===== src/rtl/mips_lsu_pkg.sv =====
// Shared types for the simple_mips load/store unit: micro-op kinds,
// FSM state encoding and address-error exception codes.
package mips_lsu_pkg;

  typedef enum logic [2:0] {
    OP_LB  = 3'd0,
    OP_LBU = 3'd1,
    OP_LH  = 3'd2,
    OP_LHU = 3'd3,
    OP_LW  = 3'd4,
    OP_SB  = 3'd5,
    OP_SH  = 3'd6,
    OP_SW  = 3'd7
  } lsu_op_t;

  typedef enum logic [2:0] {
    ST_IDLE = 3'd0,
    ST_REQ  = 3'd1,
    ST_WAIT = 3'd2,
    ST_DONE = 3'd3,
    ST_ERR  = 3'd4
  } lsu_state_t;

  localparam logic EXC_ADEL = 1'b0;
  localparam logic EXC_ADES = 1'b1;

  function automatic logic is_store(input lsu_op_t kind);
    return (kind == OP_SB) || (kind == OP_SH) || (kind == OP_SW);
  endfunction

endpackage


===== src/rtl/mips_lsu_align.sv =====
// Combinational lane logic: misalignment check, store byte enables and
// lane-replicated store data, load lane extract with sign/zero extension.
module mips_lsu_align
  import mips_lsu_pkg::*;
(
  input  lsu_op_t     i_kind,
  input  logic [1:0]  i_addr_lo,
  input  logic [31:0] i_wdata,
  input  logic [31:0] i_rdata,
  output logic        o_misaligned,
  output logic [3:0]  o_be,
  output logic [31:0] o_wdata,
  output logic [31:0] o_ldata
);

  logic [7:0]  w_lane [4];
  logic [7:0]  w_byte;
  logic [15:0] w_half;

  genvar gi;
  generate
    for (gi = 0; gi < 4; gi++) begin : g_lane
      assign w_lane[gi] = i_rdata[8*gi +: 8];
    end
  endgenerate

  assign w_byte = w_lane[i_addr_lo];
  assign w_half = i_addr_lo[1] ? i_rdata[31:16] : i_rdata[15:0];

  always_comb begin
    o_misaligned = 1'b0;
    o_be         = 4'b1111;
    o_wdata      = i_wdata;
    o_ldata      = i_rdata;
    case (i_kind)
      OP_LB:  o_ldata = {{24{w_byte[7]}}, w_byte};
      OP_LBU: o_ldata = {24'd0, w_byte};
      OP_LH: begin
        o_misaligned = i_addr_lo[0];
        o_ldata      = {{16{w_half[15]}}, w_half};
      end
      OP_LHU: begin
        o_misaligned = i_addr_lo[0];
        o_ldata      = {16'd0, w_half};
      end
      OP_LW:  o_misaligned = |i_addr_lo;
      OP_SB: begin
        o_be    = 4'b0001 << i_addr_lo;
        o_wdata = {4{i_wdata[7:0]}};
      end
      OP_SH: begin
        o_misaligned = i_addr_lo[0];
        o_be         = i_addr_lo[1] ? 4'b1100 : 4'b0011;
        o_wdata      = {2{i_wdata[15:0]}};
      end
      OP_SW:  o_misaligned = |i_addr_lo;
      default: ;
    endcase
  end

endmodule


===== src/rtl/mips_lsu.sv =====
// Load/store unit: accepts one memory micro-op, issues a valid/ready memory
// request, and returns an extended load result or an address-error exception.
module mips_lsu
  import mips_lsu_pkg::*;
#(
  parameter int WADDR_W = 19
) (
  input  logic               clk,
  input  logic               reset,
  input  logic               op_valid,
  output logic               op_ready,
  input  logic [2:0]         op_kind,
  input  logic [31:0]        op_addr,
  input  logic [31:0]        op_wdata,
  input  logic [4:0]         op_rd,
  output logic               mem_req_valid,
  input  logic               mem_req_ready,
  output logic               mem_req_we,
  output logic [WADDR_W-1:0] mem_req_addr,
  output logic [3:0]         mem_req_be,
  output logic [31:0]        mem_req_wdata,
  input  logic               mem_rsp_valid,
  input  logic [31:0]        mem_rsp_rdata,
  output logic               wb_valid,
  output logic [4:0]         wb_rd,
  output logic [31:0]        wb_data,
  output logic               exc_valid,
  output logic               exc_code,
  output logic [31:0]        exc_badvaddr,
  output logic               busy
);

  lsu_state_t  r_state;
  lsu_op_t     r_kind;
  logic [31:0] r_addr;
  logic [31:0] r_wdata;
  logic [3:0]  r_be;
  logic        r_we;
  logic [4:0]  r_rd;
  logic [4:0]  r_wb_rd;
  logic [31:0] r_wb_data;

  lsu_op_t     w_kind;
  logic [1:0]  w_addr_lo;
  logic        w_misaligned;
  logic [3:0]  w_be;
  logic [31:0] w_wdata;
  logic [31:0] w_ldata;
  logic        w_idle;
  logic        w_in_req;
  logic        w_in_err;

  assign w_idle   = (r_state == ST_IDLE);
  assign w_in_req = (r_state == ST_REQ);
  assign w_in_err = (r_state == ST_ERR);

  // In IDLE the lane logic looks at the incoming op; afterwards at the held op.
  assign w_kind    = w_idle ? lsu_op_t'(op_kind) : r_kind;
  assign w_addr_lo = w_idle ? op_addr[1:0] : r_addr[1:0];

  mips_lsu_align u_align (
    .i_kind       (w_kind),
    .i_addr_lo    (w_addr_lo),
    .i_wdata      (op_wdata),
    .i_rdata      (mem_rsp_rdata),
    .o_misaligned (w_misaligned),
    .o_be         (w_be),
    .o_wdata      (w_wdata),
    .o_ldata      (w_ldata)
  );

  always_ff @(posedge clk) begin
    if (reset) begin
      r_state   <= ST_IDLE;
      r_kind    <= OP_LB;
      r_addr    <= '0;
      r_wdata   <= '0;
      r_be      <= '0;
      r_we      <= 1'b0;
      r_rd      <= '0;
      r_wb_rd   <= '0;
      r_wb_data <= '0;
    end else begin
      case (r_state)
        ST_IDLE: begin
          if (op_valid) begin
            r_kind  <= lsu_op_t'(op_kind);
            r_addr  <= op_addr;
            r_wdata <= w_wdata;
            r_be    <= w_be;
            r_we    <= is_store(lsu_op_t'(op_kind));
            r_rd    <= op_rd;
            r_state <= w_misaligned ? ST_ERR : ST_REQ;
          end
        end
        ST_REQ: begin
          if (mem_req_ready) begin
            r_state <= r_we ? ST_IDLE : ST_WAIT;
          end
        end
        ST_WAIT: begin
          if (mem_rsp_valid) begin
            r_wb_data <= w_ldata;
            r_wb_rd   <= r_rd;
            r_state   <= ST_DONE;
          end
        end
        ST_DONE: r_state <= ST_IDLE;
        ST_ERR:  r_state <= ST_IDLE;
        default: r_state <= ST_IDLE;
      endcase
    end
  end

  assign op_ready = w_idle & ~reset;
  assign busy     = ~w_idle;

  // Request fields are only driven while a request is outstanding.
  assign mem_req_valid = w_in_req;
  assign mem_req_we    = w_in_req & r_we;
  assign mem_req_addr  = w_in_req ? r_addr[WADDR_W+1:2] : '0;
  assign mem_req_be    = w_in_req ? r_be : 4'b0000;
  assign mem_req_wdata = w_in_req ? r_wdata : 32'd0;

  assign wb_valid = (r_state == ST_DONE);
  assign wb_rd    = r_wb_rd;
  assign wb_data  = r_wb_data;

  assign exc_valid    = w_in_err;
  assign exc_code     = w_in_err & (r_we ? EXC_ADES : EXC_ADEL);
  assign exc_badvaddr = w_in_err ? r_addr : 32'd0;

endmodule


===== config.mk =====
export PLATFORM = sky130hd
export DESIGN_NAME = mips_lsu
export DESIGN_NICKNAME = d
export VERILOG_FILES = /design/src/rtl/mips_lsu_pkg.sv /design/src/rtl/mips_lsu_align.sv /design/src/rtl/mips_lsu.sv
export SDC_FILE = /design/constraint.sdc
export NUM_CORES = 1
export LEC_CHECK = 0
export BUFFER_PORTS_ARGS = -buffer_cell sky130_fd_sc_hd__buf_4
export CAP_MARGIN = 20
export CORE_ASPECT_RATIO = 0.75
export CORE_UTILIZATION = 45
export CTS_CLUSTER_DIAMETER = 100
export CTS_CLUSTER_SIZE = 30
export DETAILED_ROUTE_END_ITERATION = 8
export HOLD_SLACK_MARGIN = 0.1
export MAX_ROUTING_LAYER = met4
export PLACE_DENSITY = 0.82
export REMOVE_ABC_BUFFERS = 1
export SLEW_MARGIN = 20
export SYNTH_ARGS = -nofsm -noshare
export SYNTH_HDL_FRONTEND = slang
export SYNTH_HIERARCHICAL = 1
export SYNTH_SLANG_ARGS = --single-unit

===== constraint.sdc =====
create_clock -name clk -period 4 [get_ports clk]
set_input_delay 0.8 -clock clk [delete_from_list [all_inputs] [get_ports clk]]
set_output_delay 0.8 -clock clk [all_outputs]
set_load 0.005 [all_outputs]

==> impl_metrics.toml <==
[synthesis]
ys_top_cells_by_area = "dfxtp_1, nand2_1, a21oi_1"
synth_ff_type = "dfxtp_1"
synthArstFlopShare = 0
syn_inst = 802
yosys_warnings = 6
seq_area_frac_synth = 0.380
synthesis.area_um2 = 6170
avgSynthCellArea_um2 = 7.69
synth_top_area_frac = 0.380
yosys.area.top_type = "dfxtp_1"
synth_cell_types = 45
ys_ff_latch = 117
synth_edf_count = 0

[drt]
vias = 6134
drc = 0
antenna_left = 0
routed_wl_um = 17500
vias_per_cell = 5.22
wire_per_inst_um = 14.9
drt_iter0_drc = 432
drt-pass1-iter-count = 5

[die]
pin_count = 240
dieHeight_um = 103
die_area_um2 = 14200
dieWidth_um = 137
core_area_um2 = 13200
initial_core_util = 0.467
std_cell_rows = 36

[clock_tree]
clock-sinks = 117
clk_pin_slew_ns = 0.06
ctsRootBufferMaster = "clkbuf_16"
cts_hold_buf = 0
ctsResizeCount = 0
cts_buffers = 17
post_cts_buffers = 0
cts_tree = "yes"
h-tree-depth = 4
insertion_delay_ns = 0.40
cts_buffer_depth = 2

[worst_hold_path]
min-delay-path-class = "reg2reg"
worstHoldPathCells = 2
worstHoldStart = "r_wdata[15]$_SDFFE_PP0P_"
whs_endpoint = "r_wdata[15]$_SDFFE_PP0P_"

[power]
p_leak_nw = 3.68
vdd_drop_max_uv = 432
power_density_nw_per_um2 = 471

[job]
cap_violations = 0

[grt]
grt_pass1_wl_um = 27400
grt_usage = 0.252
overflow = 0
first_global_vias = 5543
grt_start_max_net_pins = 78
grt_antenna_before_repair = 0

[critical_path]
critPathLaunchType = "register"
r2r_slack_ns = 1.02
crit_type = "reg2reg"
worstReg2RegEnd = "r_wdata[22]$_SDFFE_PP0P_"
worst_ep_arrival_time_ns = 3.23
r2r_cells = 9
r2r_start = "r_state[1]$_SDFFE_PP0P_"
cp.required_ns = 4.26
cp-end-kind = "register"
path_max_fanout = 16

[sta]
rsz0062_at_grt = "no"
timing.slew.headroom = 0.426
fmax_mhz = 336
fin_crit_sh = 0.744
drv_slew = 0
skew_ns = 0.00671
hold_viol = 0
tightest_slew_ns = 0.861
setup_viol = 0
fin_hold_ws_ns = 0.448
fin_tns_setup_ns = 0
min_period_ns = 2.98

[place]
hpwlAfterDp_um = 11700
place_congestion = 0.840
port_buffers = 239

[cells_and_area]
drive_gt1_frac = 0.319
areaGrowthSynthToFinish_pct = 37.5
antenna_cells = 0
nNetsFinal = 1101
final_core_util = 0.643

[outcome]
status = "finished, final reports clean"
[final cells by class]
type | instances | area [um^2]
Timing Repair Buffer | 250 | 1880
Multi-Input combinational cell | 601 | 3420
Clock buffer | 20 | 457
Fill cell | 1181 | 4720
Inverter | 5 | 18.8
Tap cell | 171 | 214
Clock inverter | 12 | 153
Sequential cell | 117 | 2340
[how the worst max path moves through the flow]
stage,slack (ns),startpoint,to
after detailed placement,1.09,r_state[1]$_SDFFE_PP0P_,r_wdata[22]$_SDFFE_PP0P_
after global routing,0.73,r_state[1]$_SDFFE_PP0P_,wb_data[10]$_SDFFE_PP0P_
after global placement,1.20,r_state[1]$_SDFFE_PP0P_,r_wdata[23]$_SDFFE_PP0P_
final,1.02,r_state[1]$_SDFFE_PP0P_,r_wdata[22]$_SDFFE_PP0P_
after floorplan,-0.43,op_valid,r_we$_SDFFE_PP0P_
after CTS,1.06,r_state[1]$_SDFFE_PP0P_,r_wdata[22]$_SDFFE_PP0P_
[per-layer routing]
metal  vias to the layer above  share of wire  global-route usage
met5                         -              0                   -
met4                         0          0.017              0.0803
met3                        23          0.067              0.0634
met2                       198           0.47               0.404
met1                      2861           0.44               0.312
li1                       3052              -                   -
[where the power goes]
part | switching, mW | internal, mW
sequential | 0.0640 | 1.27
combinational | 0.626 | 0.482
clock | 0.534 | 1.01
[flip-flops by register name, summed over array words and instances (netlist names)]
signal,flops
wb_rd,5
r_kind,3
r_wdata,32
r_addr,32
r_rd,5
r_state,3
r_be,4
wb_data,32
r_we,1
[worst max-delay path, stage by stage, from the launching register on]
cell and delay [ns]:
dfxtp_1 0.46, nor3_2 0.39, inv_1 0.20, nand2_1 0.11, nand2_1 0.19, nand2b_2 0.40
a21oi_4 0.54, mux2_2 0.40, nand2_1 0.06, a21oi_1 0.07
[cells in the mapped netlist (all sizes together) (5+ instances only)]
cell     instances
nand2          253
a21oi          121
dfxtp          117
and2            89
clkbuf          41
buf             38
a2bb2oi         24
mux2            18
mux2i           17
nor2b           10
a22oi            9
o221ai           8
o22ai            8
o22a             7
nor2             6
inv              5
[logic make-up after synthesis]
group / synth area share
AOI/OAI and AO/OA: 0.203
buffers and inverters: 0.0716
muxes: 0.0617
and+or+nand+nor: 0.284
DFF: 0.380
[layout by cell type (no fill, tap or decap), drive strengths merged, types with 2 or more instances in the layout]
cell      synthesis  layout
a21oi           121     121
a22oi             9       9
a2bb2oi          24      24
and2             89      89
buf              38     250
bufinv            0       3
clkbuf           41      20
clkinv            0       4
clkinvlp          0       4
dfxtp           117     117
inv               5       6
mux2             18      18
mux2i            17      17
nand2           253     253
nand2b            3       3
nand3b            2       2
nor2              6       6
nor2b            10      10
nor3              4       4
nor3b             3       3
nor4bb            2       2
o21a              3       3
o21ai             4       4
o221ai            8       8
o22a              7       7
o22ai             8       8
[stage by stage]
step	total power [mW]	setup slack (ns)	cells	cell area (um^2)
finish	3.99	1.02	1176	8480
global route	4.21	0.734	1176	8480
CTS	4.01	1.06	1176	8480
detailed placement	2.45	1.09	1144	7870
global placement	2.44	1.20	1144	7870
floorplan	2.05	-0.430	723	5740
(Power assumes the default switching activity.)
